**src/rtl/icache_pkg.sv**
```systemverilog
// rtl/icache_pkg.sv - shared constants and refill state encoding for the I-cache refill engine
package icache_pkg;

  localparam int LINE_W     = 256;
  localparam int BEAT_W     = 32;
  localparam int BEATS      = LINE_W / BEAT_W;
  localparam int OFFSET_W   = 5;
  localparam int WORD_IDX_W = 3;

  typedef enum logic [2:0] {
    IDLE,
    REQ,
    BEAT,
    FILL,
    DONE,
    ERR
  } refill_state_e;

endpackage

```
**src/rtl/icache_line_assembler.sv**
```systemverilog
// rtl/icache_line_assembler.sv - shifts memory beats into a line and forwards the critical word
module icache_line_assembler #(
  parameter int LINE_W = 256,
  parameter int BEAT_W = 32,
  parameter int IDX_W  = $clog2(LINE_W / BEAT_W)
) (
  input  logic              clk,
  input  logic              rst,
  input  logic              start_i,
  input  logic              beat_fire_i,
  input  logic              beat_err_i,
  input  logic [IDX_W-1:0]  beat_idx_i,
  input  logic [BEAT_W-1:0] beat_data_i,
  input  logic [IDX_W-1:0]  crit_idx_i,
  output logic [LINE_W-1:0] line_o,
  output logic              crit_valid_o,
  output logic [BEAT_W-1:0] crit_word_o
);
  import icache_pkg::*;

  localparam int NBEATS = LINE_W / BEAT_W;

  logic [LINE_W-1:0] line_q, line_d;
  logic              crit_done_q, crit_done_d;
  logic              crit_valid_q, crit_valid_d;
  logic [BEAT_W-1:0] crit_word_q, crit_word_d;
  logic              crit_hit;

  // A poisoned beat never counts as the critical word; fetch must not see bad data.
  assign crit_hit = beat_fire_i && !beat_err_i && !crit_done_q && (beat_idx_i == crit_idx_i);

  // Decode the beat index into its word slot; untouched slots keep their old contents.
  always_comb begin
    line_d = line_q;
    for (int k = 0; k < NBEATS; k++) begin
      if (beat_fire_i && (beat_idx_i == IDX_W'(k))) begin
        line_d[k*BEAT_W +: BEAT_W] = beat_data_i;
      end
    end
  end

  // Critical-word forwarding fires once per refill, the cycle after its beat lands.
  always_comb begin
    crit_valid_d = crit_hit;
    crit_word_d  = crit_hit ? beat_data_i : crit_word_q;
    crit_done_d  = crit_done_q;
    if (start_i) begin
      crit_done_d = 1'b0;
    end else if (crit_hit) begin
      crit_done_d = 1'b1;
    end
  end

  // Line and critical-word registers.
  always_ff @(posedge clk) begin
    if (rst) begin
      line_q       <= '0;
      crit_done_q  <= 1'b0;
      crit_valid_q <= 1'b0;
      crit_word_q  <= '0;
    end else begin
      line_q       <= line_d;
      crit_done_q  <= crit_done_d;
      crit_valid_q <= crit_valid_d;
      crit_word_q  <= crit_word_d;
    end
  end

  assign line_o       = line_q;
  assign crit_valid_o = crit_valid_q;
  assign crit_word_o  = crit_word_q;

endmodule

```
**src/rtl/icache_line_refill.sv**
```systemverilog
// rtl/icache_line_refill.sv - I-cache miss refill engine: burst read, line assembly, line store write
module icache_line_refill #(
  parameter int ADDR_W = 32,
  parameter int LINE_W = 256,
  parameter int BEAT_W = 32
) (
  input  logic              clk,
  input  logic              rst,
  input  logic              miss_valid,
  input  logic [ADDR_W-1:0] miss_addr,
  output logic              miss_ready,
  output logic              mem_req_valid,
  input  logic              mem_req_ready,
  output logic [ADDR_W-1:0] mem_req_addr,
  output logic [3:0]        mem_req_len,
  input  logic              mem_rdata_valid,
  input  logic [BEAT_W-1:0] mem_rdata,
  input  logic              mem_rdata_last,
  input  logic              mem_rdata_err,
  output logic              mem_rdata_ready,
  output logic              line_enable,
  output logic              line_read,
  output logic              line_compare,
  output logic [ADDR_W-1:0] line_address,
  output logic [LINE_W-1:0] line_data,
  output logic              crit_valid,
  output logic [BEAT_W-1:0] crit_word,
  output logic              refill_done,
  output logic              refill_err,
  output logic              busy
);
  import icache_pkg::*;

  localparam int               NBEATS   = LINE_W / BEAT_W;
  localparam int               IDX_W    = $clog2(NBEATS);
  localparam int               TAG_W    = ADDR_W - OFFSET_W;
  localparam logic [IDX_W-1:0] LAST_IDX = IDX_W'(NBEATS - 1);

  refill_state_e     state_q, state_d;
  logic [TAG_W-1:0]  line_addr_q, line_addr_d;
  logic [IDX_W-1:0]  crit_idx_q, crit_idx_d;
  logic [IDX_W-1:0]  beat_cnt_q, beat_cnt_d;
  logic              miss_take;
  logic              beat_fire;
  logic              unused_miss_addr;

  // Byte-within-word bits only matter to the fetch stage, not to the refill.
  assign unused_miss_addr = ^miss_addr[OFFSET_W-IDX_W-1:0];

  assign miss_take = (state_q == IDLE) && miss_valid;
  assign beat_fire = (state_q == BEAT) && mem_rdata_valid;

  // Next-state and handshake outputs; idle defaults keep the line store in read mode.
  always_comb begin
    state_d         = state_q;
    miss_ready      = 1'b0;
    mem_req_valid   = 1'b0;
    mem_rdata_ready = 1'b0;
    line_enable     = 1'b0;
    line_read       = 1'b1;
    refill_done     = 1'b0;
    refill_err      = 1'b0;
    busy            = 1'b1;
    case (state_q)
      IDLE: begin
        miss_ready = 1'b1;
        busy       = 1'b0;
        if (miss_valid) state_d = REQ;
      end
      REQ: begin
        mem_req_valid = 1'b1;
        if (mem_req_ready) state_d = BEAT;
      end
      BEAT: begin
        mem_rdata_ready = 1'b1;
        if (mem_rdata_valid) begin
          if (mem_rdata_err) begin
            state_d = ERR;
          end else if (beat_cnt_q == LAST_IDX) begin
            state_d = mem_rdata_last ? FILL : ERR;
          end else if (mem_rdata_last) begin
            state_d = ERR;
          end
        end
      end
      FILL: begin
        line_enable = 1'b1;
        line_read   = 1'b0;
        state_d     = DONE;
      end
      DONE: begin
        refill_done = 1'b1;
        state_d     = IDLE;
      end
      ERR: begin
        refill_err = 1'b1;
        state_d    = IDLE;
      end
      default: state_d = IDLE;
    endcase
  end

  // Latch the request on acceptance and count beats as they land.
  always_comb begin
    line_addr_d = line_addr_q;
    crit_idx_d  = crit_idx_q;
    beat_cnt_d  = beat_cnt_q;
    if (miss_take) begin
      line_addr_d = miss_addr[ADDR_W-1:OFFSET_W];
      crit_idx_d  = miss_addr[OFFSET_W-1:OFFSET_W-IDX_W];
      beat_cnt_d  = '0;
    end else if (beat_fire) begin
      beat_cnt_d = beat_cnt_q + IDX_W'(1);
    end
  end

  // State and request registers.
  always_ff @(posedge clk) begin
    if (rst) begin
      state_q     <= IDLE;
      line_addr_q <= '0;
      crit_idx_q  <= '0;
      beat_cnt_q  <= '0;
    end else begin
      state_q     <= state_d;
      line_addr_q <= line_addr_d;
      crit_idx_q  <= crit_idx_d;
      beat_cnt_q  <= beat_cnt_d;
    end
  end

  icache_line_assembler #(
    .LINE_W (LINE_W),
    .BEAT_W (BEAT_W),
    .IDX_W  (IDX_W)
  ) u_assembler (
    .clk          (clk),
    .rst          (rst),
    .start_i      (miss_take),
    .beat_fire_i  (beat_fire),
    .beat_err_i   (mem_rdata_err),
    .beat_idx_i   (beat_cnt_q),
    .beat_data_i  (mem_rdata),
    .crit_idx_i   (crit_idx_q),
    .line_o       (line_data),
    .crit_valid_o (crit_valid),
    .crit_word_o  (crit_word)
  );

  assign mem_req_addr = {line_addr_q, {OFFSET_W{1'b0}}};
  assign mem_req_len  = 4'(NBEATS - 1);
  assign line_address = {line_addr_q, {OFFSET_W{1'b0}}};
  assign line_compare = 1'b0;

endmodule

```
**config.mk**
```make
export PLATFORM = sky130hd
export DESIGN_NAME = icache_line_refill
export DESIGN_NICKNAME = d
export VERILOG_FILES = /design/src/rtl/icache_pkg.sv /design/src/rtl/icache_line_assembler.sv /design/src/rtl/icache_line_refill.sv
export SDC_FILE = /design/constraint.sdc
export NUM_CORES = 1
export LEC_CHECK = 0
export BUFFER_PORTS_ARGS = -buffer_cell sky130_fd_sc_hd__buf_2
export CAP_MARGIN = 0
export CORE_AREA = 2 2 169 171
export DETAILED_ROUTE_END_ITERATION = 12
export DIE_AREA = 0 0 171 173
export GPL_ROUTABILITY_DRIVEN = 0
export HOLD_SLACK_MARGIN = 0.06
export PLACE_DENSITY_LB_ADDON = 0.15
export SETUP_SLACK_MARGIN = 0.3
export SLEW_MARGIN = 25
export SYNTH_ARGS = -nofsm -noshare
export SYNTH_HDL_FRONTEND = slang
export SYNTH_HIERARCHICAL = 1
export SYNTH_SLANG_ARGS = --single-unit
```
**constraint.sdc**
```tcl
create_clock -name clk -period 2.28 [get_ports clk]
set_clock_uncertainty 0.15 [all_clocks]
set_input_delay 0.342 -clock clk [delete_from_list [all_inputs] [get_ports clk]]
set_output_delay 0.342 -clock clk [all_outputs]
set_load 0.01 [all_outputs]
```
# After elaboration in Yosys (flattened, before gate mapping)
# Cells that the tools add are included.
totals:
  register_bits: 326
  input_bits: 71
  elab_cells: 68
classes:
  n_addsub: 1
  eq_ne: 17
  mux: 16
  reduce_logical: 19
op_table:
  columns: ["op", "count"]
  rows:
  - ["3-bit two-way mux", 7]
  - ["3-bit == test, second input constant", 6]
  - ["1-bit logical AND", 13]
  - ["3-bit by 2-bit == test with 1-bit output, second input constant", 4]
  - ["3-bit case mux with 4 select lines", 1]
  - ["1-bit two-way mux", 8]
  - ["3-bit by 1-bit == test with 1-bit output, second input constant", 2]
  - ["3-bit zero test", 2]
  - ["2-bit inequality test, second input constant", 3]
  - ["4-bit by 3-bit inequality test with 1-bit output, second input constant", 1]
  - ["4-bit AND reduction", 1]
  - ["3-bit by 1-bit adder with 3-bit output, second input constant", 1]
  - ["3-bit == test", 1]
  - ["1-bit zero test", 2]
  - ["2-bit OR reduction", 1]

# Depth between registers and ports, before layout
# Gate-level depths: netlist (run 1).
logic_depth:
  word_depth: 5
  mapped_depth: 9

# By module
# The synthesis (run 1) kept the hierarchy.
modules_own_cells:
  columns: ["module", "n_inst", "cells_each", "area_each_um2"]
  rows:
  - ["icache_line_assembler", 1, 1312, 10512.6]
  - ["icache_line_refill", 1, 221, 1746.7]

# Worst setup path after synthesis (run 1)
# No wires, ideal clock.
synth_timing:
  path_kind: "reg-to-reg"
  startpoint: "reg state_q[2]"
  endpoint: "reg u_assembler.crit_word_q[10] (netlist: u_assembler/crit_word_o[10])"
  setup_ns: 0.072
  arrival_time_ns: 2.212
  t_required_ns: 2.058
  setup_slack_ns: -0.154
  path_stages_with_launch: 8
  n_path_buf: 3
  path_cell_list: "dfxtp_1 -> clkbuf_1 -> nor4bb_1 -> buf_2 -> or3b_1 -> nor4_4 -> buf_6 -> mux2i_1"
synth_via:
  elab_chain_cells: 5
synth_lines:
  columns: ["item", "line_no", "text"]
  rows:
  - ["start: declaration", "icache_line_refill.sv:39", "refill_state_e state_q, state_d;"]
  - ["start signal: assignment", "icache_line_refill.sv:125", "state_q <= state_d;"]
  - ["3-bit by 2-bit == test with 1-bit output", "icache_line_refill.sv:51", "assign beat_fire = (state_q == BEAT) && mem_rdata_valid;"]
  - ["1-bit logical AND", "icache_line_refill.sv:51", null]
  - ["named net beat_fire", "icache_line_refill.sv:44", "logic beat_fire;"]
  - ["1-bit logical AND (3 in series)", "icache_line_assembler.sv:30", "assign crit_hit = beat_fire_i && !beat_err_i && !crit_done_q && (beat_idx_i == crit_idx_i);"]
  - ["end signal: assignment", "icache_line_assembler.sv:65", "crit_word_q <= crit_word_d;"]
  - ["end: declaration", "icache_line_assembler.sv:26", "logic [BEAT_W-1:0] crit_word_q, crit_word_d;"]
# The timed path passes the listed nets, and every way through them passes these cells.
# A chain may end at the register's enable or synchronous reset.

# Final worst setup path (run 1)
layout_timing:
  startpoint: "reg state_q[1]"
  endpoint: "reg u_assembler.line_q[132] (netlist: u_assembler/line_o[132])"
layout_via:
  elab_chain_cells: 3
layout_lines:
  columns: ["item", "line_no", "text"]
  rows:
  - ["3-bit by 2-bit == test with 1-bit output", "icache_line_refill.sv:51", null]
  - ["1-bit logical AND", "icache_line_refill.sv:51", null]
  - ["1-bit logical AND", "icache_line_assembler.sv:36", "if (beat_fire_i && (beat_idx_i == IDX_W'(k))) begin"]
  - ["end signal: assignment", "icache_line_assembler.sv:62", "line_q <= line_d;"]
  - ["end: declaration", "icache_line_assembler.sv:23", "logic [LINE_W-1:0] line_q, line_d;"]
# No other way between the ends.

==> results.toml, run 1 <==
[placed_design]
io_buffers = 419
hpwl_um = 26600
placed_area_um2 = 14600

[worst_setup_path]
cp_top_family = "simple AND/OR/NAND/NOR gates"
crit_path_max_fanout = 11
critPathRequiredTime_ns = 2.51
cp_common_cell = "buf_12"
crit_buf_inv = 4
slowest_delay_ns = 0.55
critPathLaunchType = "flip-flop"
crit_chain = "nor4bb_4, buf_4, buf_12, buf_12, or4bb_4, buf_12, nand2_1, a21oi_1"
arrival_ns = 2.36
reg2reg_slack_ns = 0.14
worstSetupEndpointType = "flip-flop"
slowest_stage = "or4bb_4"
path_class = "reg2reg"

[yosys]
synth_edf_count = 0
yosysWarnings = 6
synth_ff_type = "dfxtp_1"
syn_area_per_cell_um2 = 8.00
synth-simple-area-share_pct = 23.5
muxShareOfSynthArea_pct = 2.78
syn_inst = 1533
synth_fa_ha_area_share_pct = 0.204
ys_seq_elements = 326
synth-compound-area-share_pct = 12.0
synthArstFlopShare_pct = 0
synth_top_family_by_area = "simple AND/OR/NAND/NOR gates"
syn_area_um2 = 12300
yosysSeqAreaShare_pct = 53.2
synth_cell_types = 42
synth-xor-area-share_pct = 0.357

[grt]
antenna_found_initial = 0
grt.overflow.total = 0
grt_pass1_vias = 10800
grt_util_met2_pct = 44.7
use_met3_pct = 7.35
grt_max_degree = 65
grt_pass1_wl_um = 61500
grt_use_met1_pct = 32.8
grt_use_total_pct = 26.5
top_usage_layer = "met2"

[finish]
fillCellCount = 2199
nets = 2067
antenna-diode-count = 0
area_growth_pct = 56.0
mostFrequentLayoutCells = "nand2_1, buf_2, dfxtp_1"
layout_commonest_cell = "nand2_1"
fin_area_um2 = 19100
drive_above_1_share_pct = 43.2
multiInputGateArea_um2 = 6300
fin_util_pct = 69.2
ff_latch_area_um2 = 6530

[detailed_routing]
drtIter0Drc = 599
drt_wl_total_um = 47000
drc = 0
via_per_inst = 5.09
routed-via-count = 12200
ant_nets = 0
wl_per_cell_um = 19.6
drtPass1Iterations = 5

[timing]
final-setup-viol-count = 0
fin_setup_tns_ns = 0
timing.fmax_mhz = 468
hold_violations = 0
whs_ns = 0.0778
drv_slew = 0
finalCriticalPeriod_ns = 2.14
finalCritPeriodShare_pct = 93.7
rsz0062_at_grt = "yes"

[run]
cap_violations = 0

[die]
num_io_pins = 437
die_h_um = 173
die_w_um = 171
initial_core_util_pct = 44.4
rows = 61
die-area_um2 = 29600
coreArea_um2 = 27600

[clock_tree]
worstSkewPairLatency_ns = 0.51
htree_levels = 2
clock-sinks = 326
clk_pin_slew_ns = 0.06
clk_path_buf_depth = 3
cts_made_buffers = 35
cts_root_buf = "clkbuf_16"
cts_tree = "done"

[power]
ir_drop_mv = 0.605
p_per_area_nw_per_um2 = 658
p_leak_uw = 0.00839

[worst_hold_path]
hold_class = "in2reg"

[outcome]
outcome = "complete, no violations"
## worst reg2reg max path: cells and delay by family (launching register included)
family | cells | cell delay, ns
buffers and inverters | 4 | 0.58
AOI/OAI and AO/OA | 1 | 0.06
DFF | 1 | 0.33
and+or+nand+nor | 3 | 0.90
## state kept, by name, summed over array words and instances, names as in the netlist
name,flops
u_assembler/line_o,256
u_assembler/crit_word_o,32
line_addr_q,27
beat_cnt_q,3
crit_idx_q,3
state_q,3
u_assembler/crit_done_q,1
u_assembler/crit_valid_o,1
## synth_stat cells, types with 4 or more instances
cell type  instances  area (um^2)
a21oi_1          288         1440
dfxtp_1          326         6530
nor2_1             5         18.8
clkbuf_1         118          443
mux2i_1           34          340
buf_2             24          120
buf_4             42          315
nand2_1          574         2150
buf_6              6         67.6
nand2b_1          64          400
nor4bb_1           4         40.0
## power by group
part	total, uW	switching (uW)	internal [uW]
Clock	5810	2350	3460
Combinational	969	569	400
Sequential	5800	43.4	5750
## through the flow
step                      cells  total power [uW]  setup slack (ns)
after CTS                  2347             12400             0.139
after detailed placement   2210              6570            0.0687
after global routing       2398             13000            0.0705
after floorplan            1546              6360            0.0315
final                      2398             12600             0.145
after global placement     2210              6570             0.108
## path summary, 6_finish.rpt
kind / end / from / cells after the start
setup / recovery: u_assembler/line_o[132] / state_q[1] / 8
hold / removal: u_assembler/line_o[213] / rst / 2
setup reg to reg: u_assembler/line_o[132] / state_q[1] / 8
hold reg to reg: u_assembler/line_o[197] / u_assembler/line_o[197] / 2
## what timing repair did
action,4_1_cts,5_1_grt
hold endpoints to repair,267,0
buffers inserted,8,21
setup endpoints to repair,208,274
gates resized for setup,28,440
gates cloned,3,30
pin swaps,2,180
hold buffers,63,0
## cells by family after synthesis
group | Yosys count
compound gates | 292
xor+xnor | 5
simple gates | 678
fa+ha+maj | 2
buf+inv | 194
other cells | 2
mux | 34
flops | 326
## layout make-up
class                      instances  share of cell area, %
sequential                       326                   34.2
tap                              378                   2.47
inverter                           3                  0.144
timing repair buffer             601                   24.0
clock inverter                    12                  0.687
timing repair inverter             1                 0.0458
clock buffer                      51                   5.53
multi-input combinational       1026                   33.0
## per-layer routing
metal | wire length, um | part of all wire [%] | vias up
met5 | 0 | 0 | -
met4 | 1390 | 3.0 | 0
met3 | 3850 | 8.2 | 90
met2 | 22400 | 48 | 492
met1 | 19400 | 41 | 5842
li1 | - | - | 5785
Power figures use the tool's default switching activity.
==> inputs of run 2 (changes only) <==
--- a/config.mk
+++ b/config.mk
@@ -11,8 +11,10 @@
 export DETAILED_ROUTE_END_ITERATION = 12
 export DIE_AREA = 0 0 171 173
 export GPL_ROUTABILITY_DRIVEN = 0
+export GPL_TIMING_DRIVEN = 0
 export HOLD_SLACK_MARGIN = 0.06
-export PLACE_DENSITY_LB_ADDON = 0.15
+export PLACE_DENSITY_LB_ADDON = 0.25
+export REMOVE_ABC_BUFFERS = 1
 export SETUP_SLACK_MARGIN = 0.3
 export SLEW_MARGIN = 25
 export SYNTH_ARGS = -nofsm -noshare
==> run 2 against run 1 <==
Against the previous run:
- the flow now finishes with violations (negative setup slack)
- core utilization up 1.0 points
- final cell count is 0.46% higher
- clock power down 8.4%
- sequential cell count unchanged
- via count increased by 2.5%
- combinational power shrank 17%
- worst hold slack better by 0.11 ns
- largest power group is now registers
==> results.toml, run 2 (synthesis gave the netlist of run 1 again) <==
[outcome]
outcome = "finished, violations left"
violations = "negative setup slack"

[clock_tree]
htree_levels = 2
clk_pin_slew_ns = 0.06
cts_root_buf = "clkbuf_16"
clock-sinks = 326
clk_path_buf_depth = 3
worstSkewPairLatency_ns = 0.50
cts_made_buffers = 34
cts_tree = "done"

[placed_design]
hpwl_um = 27000
dpl.cell_count = 2190
io_buffers = 419
preCtsSetupSlack_ns = -1.14

[detailed_routing]
routed-via-count = 12500
drc = 0
ant_nets = 0
drt_wl_total_um = 47900
drtPass1Iterations = 9
drtIter0Drc = 933
via_per_inst = 5.19
wl_per_cell_um = 19.9

[timing]
worst_slack_ns = -0.0871
finalCritPeriodShare_pct = 104
slew_headroom_pct = 44.0
fin_setup_tns_ns = -1.15
whs_ns = 0.193
timing.fmax_mhz = 422
hold_violations = 0
final-setup-viol-count = 38
finalCriticalPeriod_ns = 2.37
tightest_slew_ns = 0.840
rsz0062_at_grt = "yes"
drv_slew = 0

[die]
rows = 61
die_w_um = 171
initial_core_util_pct = 44.4
die_h_um = 173
die-area_um2 = 29600
num_io_pins = 437
coreArea_um2 = 27600

[finish]
finalNonFillerCells = 2409
antenna-diode-count = 0
area_growth_pct = 58.3
largest_reg_flops = 256
nets = 2083
mostFrequentLayoutCells = "buf_2, nand2_1, dfxtp_1"
layout_commonest_cell = "buf_2"
drive_above_1_share_pct = 45.9

[grt]
grt_pass1_vias = 11100
grt_use_total_pct = 27.9
grt.overflow.total = 0
grt_max_degree = 132
antenna_found_initial = 0
grt_pass1_wl_um = 64200

[worst_setup_path]
slowest_stage = "or3b_4"
r2r_start = "state_q[2]"
slowest_delay_ns = 0.39
path_class = "reg2reg"
critPathLaunchType = "flip-flop"
critPathRequiredTime_ns = 2.55
worstSetupEndpointType = "flip-flop"
rr_worst_depth = 9
crit_chain = "nor4bb_4, buf_6, or3b_4, nor4_4, buf_4, buf_12, buf_8, buf_6, mux2i_1"
crit_path_max_fanout = 3
cp_common_cell = "buf_6"
reg2reg_slack_ns = -0.09
arrival_ns = 2.63
rr_endpoint = "u_assembler/crit_word_o[25]"

[power]
ir_drop_mv = 0.489
p_leak_uw = 0.00808
p_per_area_nw_per_um2 = 614
power.total_uw = 11900

[worst_hold_path]
hold_start = "miss_valid"
hold_path_end = "state_q[0]"
holdPathStages = 4
hold_class = "in2reg"

[run]
cap_violations = 0
-- run 2: cell count changes in the layout (fill, tap and decap cells not counted), moves of 5 or more --
cell / delta
nand2_4: +13
a21oi_1: -15
buf_6: +23
buf_12: -8
clkbuf_8: -7
nand2_1: -41
clkbuf_1: +7
buf_16: +16
nand2_2: +28
clkinv_2: -5
clkbuf_16: -16
a21oi_2: +15
-- run 2: through the flow --
stage	utilization (%)	cell area, um^2
final	70.2	19400
after global routing	70.2	19400
after CTS	63.3	17500
after detailed placement	52.7	14600
after global placement	50.4	13900
after floorplan	-	11400
-- run 2: what timing repair did --
item | 4_1_cts | 5_1_grt
resized for setup | 122 | 419
endpoints found under the hold margin | 301 | 0
pin swaps | 51 | 216
hold buffers | 66 | 0
setup endpoints to repair | 328 | 325
setup buffers | 64 | 15
gates cloned | 8 | 9
-- run 2: worst max path at each step --
| stage | from | end | slack, ns | cells past startpoint |
|---|---|---|---|---|
| floorplan | state_q[1] | u_assembler/line_o[128] | -2.64 | 4 |
| global placement | state_q[1] | u_assembler/line_o[136] | -6.65 | 4 |
| detailed placement | state_q[1] | u_assembler/crit_word_o[25] | -1.14 | 7 |
| CTS | state_q[2] | u_assembler/crit_word_o[25] | 0.04 | 9 |
| global route | state_q[2] | u_assembler/crit_word_o[25] | -0.18 | 9 |
| finish | state_q[2] | u_assembler/crit_word_o[25] | -0.09 | 9 |
-- run 2: power by group --
part	internal (uW)	leakage (uW)	switching, uW
Combinational	328	0.00494	476
Sequential	5750	0.00263	45.5
Clock	3050	0.000502	2270
Total	9130	0.00808	2800
-- run 2: area by class of cell --
cell class	instances	area [um^2]
clock buffers	50	962
clock inverters	7	77.6
fillers	2067	8230
inverters	3	16.3
multi-input cells	1027	6550
flip-flops and latches	326	6540
well taps	378	473
repair buffers	618	4790
-- run 2: metal layers --
| metal | vias up | global-route usage, % | share of wire [%] |
|---|---|---|---|
| met2 | 592 | 47.4 | 49 |
| met3 | 125 | 6.36 | 8.5 |
| li1 | 5808 | - | - |
| met1 | 5987 | 34.1 | 39 |
| met4 | 0 | 11.3 | 4.0 |
| met5 | - | 0 | 0 |
-- run 2: critical path, delay by kind of cell, from the launching register on --
kind | cells | cell delay (ns)
buffers and inverters | 5 | 0.68
DFF | 1 | 0.35
muxes | 1 | 0.22
and+or+nand+nor | 3 | 0.88
